$ cat src/rtl/uart_arb_pkg.sv
// uart_arb_pkg: state encoding, default parameters and one-hot helper for the UART TX arbiter
package uart_arb_pkg;
    typedef enum logic [1:0] {IDLE, LAUNCH, WAIT_BUSY, WAIT_DONE} arb_state_e;
    localparam int DEF_N_REQ = 4;
    localparam int DEF_D_WIDTH = 4;
    localparam int DEF_TIMEOUT = 16;
    localparam int MAX_REQ = 8;
    function automatic logic [MAX_REQ-1:0] onehot(input int idx);
        return MAX_REQ'(1) << idx;
    endfunction
endpackage

$ cat src/rtl/uart_rr_picker.sv
// uart_rr_picker: combinational round-robin selector; first request after ptr, wrapping
module uart_rr_picker
    import uart_arb_pkg::*;
#(
    parameter int N_REQ = DEF_N_REQ,
    localparam int IW = (N_REQ > 1) ? $clog2(N_REQ) : 1
)(
    input  logic [N_REQ-1:0] req,
    input  logic [IW-1:0]    ptr,
    output logic             valid,
    output logic [IW-1:0]    idx,
    output logic [N_REQ-1:0] oh
);
    logic [IW-1:0] cand;
    // Scan upward from the slot after the last grant and keep the first requester found
    always_comb begin
        valid = 1'b0;
        idx = '0;
        cand = '0;
        for (int k = 1; k <= N_REQ; k++) begin
            cand = IW'((int'(ptr) + k) % N_REQ);
            if (!valid && req[cand]) begin
                valid = 1'b1;
                idx = cand;
            end
        end
        oh = valid ? N_REQ'(onehot(int'(idx))) : '0;
    end
endmodule

$ cat src/rtl/uart_tx_arbiter.sv
// uart_tx_arbiter: round-robin arbiter sharing one UART transmitter among N_REQ byte sources.
// Define UART_ARB_TIMEOUT_EN to add a handshake watchdog that aborts with a one-cycle tx_err pulse.
module uart_tx_arbiter
    import uart_arb_pkg::*;
#(
    parameter int N_REQ = DEF_N_REQ,
    parameter int D_WIDTH = DEF_D_WIDTH,
    parameter int TIMEOUT = DEF_TIMEOUT,
    localparam int IW = (N_REQ > 1) ? $clog2(N_REQ) : 1
)(
    input  logic                     clk,
    input  logic                     rst,
    input  logic [N_REQ-1:0]         req,
    input  logic [N_REQ*D_WIDTH-1:0] req_data,
    output logic [N_REQ-1:0]         gnt,
    output logic [N_REQ-1:0]         owner,
    output logic                     arb_busy,
    output logic                     tx_ena,
    output logic [D_WIDTH-1:0]       tx_data,
    input  logic                     tx_busy,
    output logic                     tx_err
);
    if (N_REQ < 2 || N_REQ > MAX_REQ || TIMEOUT < 1) begin : g_bad_cfg
        $error("uart_tx_arbiter: unsupported parameter set");
    end

    arb_state_e         state_q, state_d;
    logic [IW-1:0]      ptr_q, ptr_d;
    logic [D_WIDTH-1:0] hold_q, hold_d;
    logic [N_REQ-1:0]   gnt_q, gnt_d;
    logic [N_REQ-1:0]   owner_q, owner_d;
    logic               busy_q, busy_d;
    logic               tx_ena_q, tx_ena_d;
    logic [D_WIDTH-1:0] tx_data_q, tx_data_d;
    logic               tx_err_q, tx_err_d;
    logic               pick_valid;
    logic [IW-1:0]      pick_idx;
    logic [N_REQ-1:0]   pick_oh;
    logic               timed_out;

    uart_rr_picker #(.N_REQ(N_REQ)) u_picker (
        .req   (req),
        .ptr   (ptr_q),
        .valid (pick_valid),
        .idx   (pick_idx),
        .oh    (pick_oh)
    );

`ifdef UART_ARB_TIMEOUT_EN
    localparam int CW = $clog2(TIMEOUT + 1);
    logic [CW-1:0] cnt_q, cnt_d;
    assign timed_out = cnt_q == CW'(TIMEOUT - 1);
    // Count cycles spent in a wait state; any state change restarts the count
    always_comb begin
        cnt_d = ((state_q == WAIT_BUSY || state_q == WAIT_DONE) && state_d == state_q) ? cnt_q + 1'b1 : '0;
    end
    // Watchdog counter register
    always_ff @(posedge clk or posedge rst) begin
        if (rst) cnt_q <= '0;
        else cnt_q <= cnt_d;
    end
`else
    assign timed_out = 1'b0;
`endif

    // Next-state and registered-output logic for the grant/launch/wait handshake
    always_comb begin
        state_d = state_q;
        ptr_d = ptr_q;
        hold_d = hold_q;
        gnt_d = '0;
        owner_d = owner_q;
        tx_ena_d = 1'b0;
        tx_data_d = tx_data_q;
        tx_err_d = 1'b0;
        case (state_q)
            IDLE: begin
                if (pick_valid && !tx_busy) begin
                    state_d = LAUNCH;
                    gnt_d = pick_oh;
                    owner_d = pick_oh;
                    ptr_d = pick_idx;
                    for (int i = 0; i < N_REQ; i++)
                        if (pick_oh[i]) hold_d = req_data[i*D_WIDTH +: D_WIDTH];
                end
            end
            LAUNCH: begin
                state_d = WAIT_BUSY;
                tx_ena_d = 1'b1;
                tx_data_d = hold_q;
            end
            WAIT_BUSY: begin
                if (tx_busy) begin
                    state_d = WAIT_DONE;
                end else if (timed_out) begin
                    state_d = IDLE;
                    owner_d = '0;
                    tx_err_d = 1'b1;
                end
            end
            WAIT_DONE: begin
                if (!tx_busy) begin
                    state_d = IDLE;
                    owner_d = '0;
                end else if (timed_out) begin
                    state_d = IDLE;
                    owner_d = '0;
                    tx_err_d = 1'b1;
                end
            end
            default: state_d = IDLE;
        endcase
        busy_d = state_d != IDLE;
    end

    // State and output registers; reset drops any captured byte and restores index 0 priority
    always_ff @(posedge clk or posedge rst) begin
        if (rst) begin
            state_q <= IDLE;
            ptr_q <= IW'(N_REQ - 1);
            hold_q <= '0;
            gnt_q <= '0;
            owner_q <= '0;
            busy_q <= 1'b0;
            tx_ena_q <= 1'b0;
            tx_data_q <= '0;
            tx_err_q <= 1'b0;
        end else begin
            state_q <= state_d;
            ptr_q <= ptr_d;
            hold_q <= hold_d;
            gnt_q <= gnt_d;
            owner_q <= owner_d;
            busy_q <= busy_d;
            tx_ena_q <= tx_ena_d;
            tx_data_q <= tx_data_d;
            tx_err_q <= tx_err_d;
        end
    end

    assign gnt = gnt_q;
    assign owner = owner_q;
    assign arb_busy = busy_q;
    assign tx_ena = tx_ena_q;
    assign tx_data = tx_data_q;
    assign tx_err = tx_err_q;
endmodule

$ cat config.mk
export PLATFORM = sky130hd
export DESIGN_NAME = uart_tx_arbiter
export DESIGN_NICKNAME = d
export VERILOG_FILES = /design/src/rtl/uart_arb_pkg.sv /design/src/rtl/uart_rr_picker.sv /design/src/rtl/uart_tx_arbiter.sv
export SDC_FILE = /design/constraint.sdc
export NUM_CORES = 1
export LEC_CHECK = 0
export CORE_MARGIN = 4
export CORE_UTILIZATION = 46
export DETAILED_ROUTE_END_ITERATION = 7
export GPL_ROUTABILITY_DRIVEN = 0
export GPL_TIMING_DRIVEN = 0
export PLACE_DENSITY = 0.91
export SKIP_CTS_REPAIR_TIMING = 1
export SLEW_MARGIN = 15
export SYNTH_ARGS = -nofsm -noshare
export SYNTH_HDL_FRONTEND = slang
export SYNTH_HIERARCHICAL = 1
export SYNTH_SLANG_ARGS = --single-unit
$ cat constraint.sdc
create_clock -name clk -period 2.5 [get_ports clk]
set_input_delay 0.375 -clock clk [delete_from_list [all_inputs] [get_ports clk]]
set_output_delay 0.375 -clock clk [all_outputs]
set_load 0.005 [all_outputs]
======== Word level (Yosys, flattened, before mapping) ========
Index checks and enable logic that the tools add are counted.
cells by class
  add/subtract/negate cells ............... 4
  shifts and indexed selects .............. 1
  eq/ne operators ......................... 5
  $lt $le $gt $ge ......................... 4
  div/mod/pow operators ................... 0
  $mul .................................... 0
  bitwise operators ....................... 0
  muxes and demuxes ....................... 31
  reductions and logical operators ........ 15
operator list
  cell                                                        count
  2-to-1 mux 4 bit                                            9
  2-to-1 mux 2 bit                                            7
  less-than comparator 2 x 3 -> 1 bit, second input constant  4
  2-to-1 mux 1 bit                                            9
  binary-select mux 1 bit (select 2 bit)                      4
  one-hot mux 2 bit (4 select lines)                          1
  one-hot mux 4 bit (2 select lines)                          1
  AND reduction 3 bit                                         2
  adder 2 x 1 -> 2 bit, second input constant                 2
  adder 2 bit, second input constant                          2
  == test 2 bit, second input constant                        2
  logical AND 1 bit                                           4
  logical NOT 1 bit                                           4
  != test 2 bit, second input constant                        2
  nonzero test 2 bit                                          2
  nonzero test 4 bit                                          1
  << shifter 1 x 2 -> 4 bit, first input constant             1
  == test 2 x 1 -> 1 bit, second input constant               1
  logical NOT 2 bit                                           1
  AND reduction 2 bit                                         1
word-level totals
  bits in writable memories ............... 0
  ROM bits ................................ 0
  input bits .............................. 23
  logic and storage cells ................. 68
  memories kept ........................... 0
  bits in registers ....................... 22
  bits in latches ......................... 0

======== Depth between registers and ports, before layout ========
  depth after elaboration ................. 19
  depth in mapped cells ................... 8

======== Modules after synthesis ========
The synthesis kept the hierarchy.
modules (own cells, without submodules)
  module           times used  sequential area each (µm²)  cells an instance  area an instance (µm²)
  uart_tx_arbiter  1           553.0                       80                 1027.2
  uart_rr_picker   1           0.0                         30                 201.4

======== Worst setup path before layout ========
OpenSTA, ideal clock, no wires.
  kind .................................... input to register
  start ................................... in req[3]
  end ..................................... reg hold_q[2]
  setup time .............................. 0.125 ns
  setup slack ............................. 0.222 ns
  cell stages on the path ................. 8
  arrival time ............................ 2.153 ns
  path through ............................ buf_4 -> nor2_1 -> a21o_2 -> a32o_1 -> clkbuf_1 -> mux2_2 -> a221o_1 -> mux2_2
on the way
  longest elaborated chain between the ends .. 17
  elaborated cells on any way between the ends .. 30
RTL lines
  item                                    RTL line                source
  start, declared                         uart_tx_arbiter.sv:13   input logic [N_REQ-1:0] req,
  binary-select mux 1 bit (select 2 bit)  uart_rr_picker.sv:22    if (!valid && req[cand]) begin
  2-to-1 mux 1 bit (not written as such)  uart_rr_picker.sv:22
  2-to-1 mux 1 bit                        uart_rr_picker.sv:22
  logical NOT 1 bit                       uart_rr_picker.sv:22
  logical AND 1 bit                       uart_rr_picker.sv:22
  2-to-1 mux 1 bit                        uart_rr_picker.sv:22
  logical NOT 1 bit                       uart_rr_picker.sv:22
  logical AND 1 bit                       uart_rr_picker.sv:22
  2-to-1 mux 1 bit                        uart_rr_picker.sv:22
  logical NOT 1 bit                       uart_rr_picker.sv:22
  logical AND 1 bit                       uart_rr_picker.sv:22
  2-to-1 mux 2 bit                        uart_rr_picker.sv:22
  << shifter 1 x 2 -> 4 bit               uart_arb_pkg.sv:9       return MAX_REQ'(1) << idx;
  2-to-1 mux 4 bit *                      uart_rr_picker.sv:27    oh = valid ? N_REQ'(onehot(int'(idx))) : '0;
  via pick_oh[1]                          uart_tx_arbiter.sv:38   logic [N_REQ-1:0] pick_oh;
  2-to-1 mux 4 bit (3 in a row)           uart_tx_arbiter.sv:84   if (pick_oh[i]) hold_d = req_data[i*D_WIDTH +: D_WIDTH];
  end signal, assigned                    uart_tx_arbiter.sv:131  hold_q <= hold_d;
  end, declared                           uart_tx_arbiter.sv:29   logic [D_WIDTH-1:0] hold_q, hold_d;
Mark *: on every way through the listed nets, which the timed path passes. The rest lies on a longest branch. The select of a mux whose other input is x is not followed.
A chain may end at the register's enable or synchronous reset.

======== Final worst setup path ========
  start ................................... in req[2]
  end ..................................... reg hold_q[2]
The elaborated chain is that of the path after synthesis.

==> flow_metrics.tcl <==
set metrics [dict create \
    outcome "finished, final reports clean" \
    cap_violations 0 \
    route.detailed.drc 0 \
    synth.distinct_cells 38 \
    maxSlewViolCount 0 \
    cts_root_buf "clkbuf_4" \
    die_h_um 59.7 \
    syn_to_final_growth_pct 35.9 \
    synth_cells 110 \
    via_per_inst 5.58 \
    finalNonFillerCells 178 \
    cts_tree "done" \
    antenna_left 0 \
    dp_cells 175 \
    hp-class "in2async" \
    cp-end-kind "register" \
    min_period_over_period_pct 95.2 \
    ys_ff_latch 22 \
    finalSetupViolCount 0 \
    antenna_found_initial 0 \
    p_leak_nw 0.717 \
    path_max_fanout 7 \
    avgRoutedWirePerCell_um 15.7 \
    worst_slack_ns 0.119 \
    layout_commonest_cell "clkdlybuf4s50_1" \
    start_util_pct 48.7 \
    num_io_pins 38 \
    insertion_delay_ns 0.32 \
    dp_slack_ns -0.344 \
    ys_seq_area_share_pct 45.0 \
    peakVddDrop_v 0.000668 \
    arrival_ns 2.61 \
    grt_max_degree 23 \
    fillCellCount 210 \
    port_buffers 35 \
    start_kind "input port" \
    syn_avg_cell_area_um2 11.2 \
    wl_um 2790 \
    drive_above_1_share_pct 21.6 \
    core_area_um2 2520 \
    cts.sinks 22 \
    rsz0062_at_grt "no" \
    std_cell_rows 18 \
    cts_buffers 3 \
    grt_pass1_wl_um 4510 \
    max_freq_mhz 420 \
    final_cell_mix "clkdlybuf4s50_1 (35), dfrtp_1 (20), mux2_2 (11), inv_1 (9), nor2_1 (8)" \
    grt-ovfl-total 0 \
    path_class "in2reg" \
    clock_path_buffers 2 \
    die_x_um 59.7 \
    max-slew-margin-rel_pct 46.9 \
    syn_area_um2 1230 \
    setup_tns_ns 0 \
    skew_ns 0.0104 \
    grt.total_usage_pct 16.8 \
    ys_warn_count 6 \
    cp.required_ns 2.73 \
    firstDrtPassIters 4 \
    clk_pin_slew_ns 0.14 \
    antenna_cells 0 \
    hold_viol 0 \
    timing.final.crit_period_ns 2.38 \
    die_area_um2 3560 \
    power_density_nw_per_um2 981 \
    worstMarginPinSlew_ns 0.796 \
    h-tree-depth 1 \
    num_vias 994 \
    grt_pass1_vias 1001 \
    synth_fp_nets 133 \
    dp_hpwl_um 2110 \
    nNetsFinal 172 \
    drt_iter0_markers 18 \
]
[cell usage after synthesis]
library cell  count  area [um^2]
a211oi_1          1         7.51
a21boi_4          1         18.8
a21o_1            1         7.51
a21o_2            2         17.5
a21oi_1           4         20.0
a221o_1           1         10.0
a221oi_2          1         15.0
a222oi_1          3         30.0
a22o_1            1         8.76
a22oi_1           1         7.51
a32o_1            1         10.0
a32oi_1           4         35.0
and2_1            4         25.0
and2b_2           1         8.76
and3b_1           1         8.76
buf_2             1         5.00
buf_4             2         15.0
buf_6             2         22.5
clkbuf_1          3         11.3
conb_1            1         3.75
dfrtp_1          20          500
dfstp_2           2         52.6
inv_1             9         33.8
mux2_2           11          124
mux2i_1           3         30.0
nand2_1           2         7.51
nand2b_1          2         12.5
nand2b_4          1         13.8
nand3_1           1         5.00
nor2_1            8         30.0
nor2b_1           5         31.3
nor4b_4           1         23.8
o21a_1            1         7.51
o21bai_1          1         7.51
o221a_2           1         11.3
o221ai_1          1         8.76
o2bb2ai_1         4         35.0
or2_2             1         6.26
[logic make-up after synthesis]
logic type / synth area share, %
multiplexers: 12.5
buffers and inverters: 7.13
other: 0.305
flip-flops: 45.0
AO/OA/AOI/OAI: 21.0
AND/OR/NAND/NOR: 14.1
[worst max-delay path, cell delays in order]
cell and delay, ns:
clkdlybuf4s50_1 0.47, nor2_1 0.29, a21o_2 0.15, a32o_1 0.38
mux2_2 0.38, a221o_1 0.32, mux2_2 0.26
[state kept, by name, summed over array words and instances, names as in the netlist]
register,count
gnt,4
hold_q,4
owner,4
tx_data,4
ptr_q,2
state_q,2
arb_busy,1
tx_ena,1
[layer usage]
| metal | GRT usage [%] | part of all wire (%) | vias up |
|---|---|---|---|
| met5 | 0 | 0 | - |
| met4 | 7.59 | 2.2 | 0 |
| met3 | 2.59 | 5.8 | 8 |
| met2 | 28.9 | 50 | 37 |
| met1 | 20.6 | 42 | 479 |
| li1 | - | - | 470 |
[through the flow]
step	power (W)	cell area (um^2)	util (%)	hold slack, ns
global placement	0.00131	1620	64.1	0.491
finish	0.00164	1670	66.2	0.479
detailed placement	0.00135	1620	64.1	0.499
CTS	0.00163	1670	66.2	0.518
global route	0.00172	1670	66.2	0.533
floorplan	0.00106	1230	-	0.363
[cell type report]
cell class                 count  area [um^2]  area share [%]
buffer                         7         50.0            3.00
clock buffer                   3         22.5            1.35
clock inverter                 1         30.0            1.80
inverter                       9         33.8            2.02
multi-input combinational     71          593            35.5
sequential                    22          553            33.1
tap                           30         37.5            2.25
timing repair buffer          35          350            21.0
[path summary, 6_finish.rpt]
check	to	from	slack, ns	cells after the start
max reg2reg	hold_q[1]	ptr_q[1]	0.13	8
max	hold_q[2]	req[2]	0.12	7
min	tx_data[3]	rst	0.48	2
max in group asynchronous	gnt[1]	rst	1.52	2
min in group clk	tx_data[0]	hold_q[0]	0.53	1
min reg2reg	tx_data[0]	hold_q[0]	0.53	1
[report_power, final]
group	internal, W	switching [W]
Sequential	0.000503	0.0000952
Combinational	0.000432	0.000326
Clock	0.000162	0.000120
Note: power is estimated with default switching activity, not from simulation.
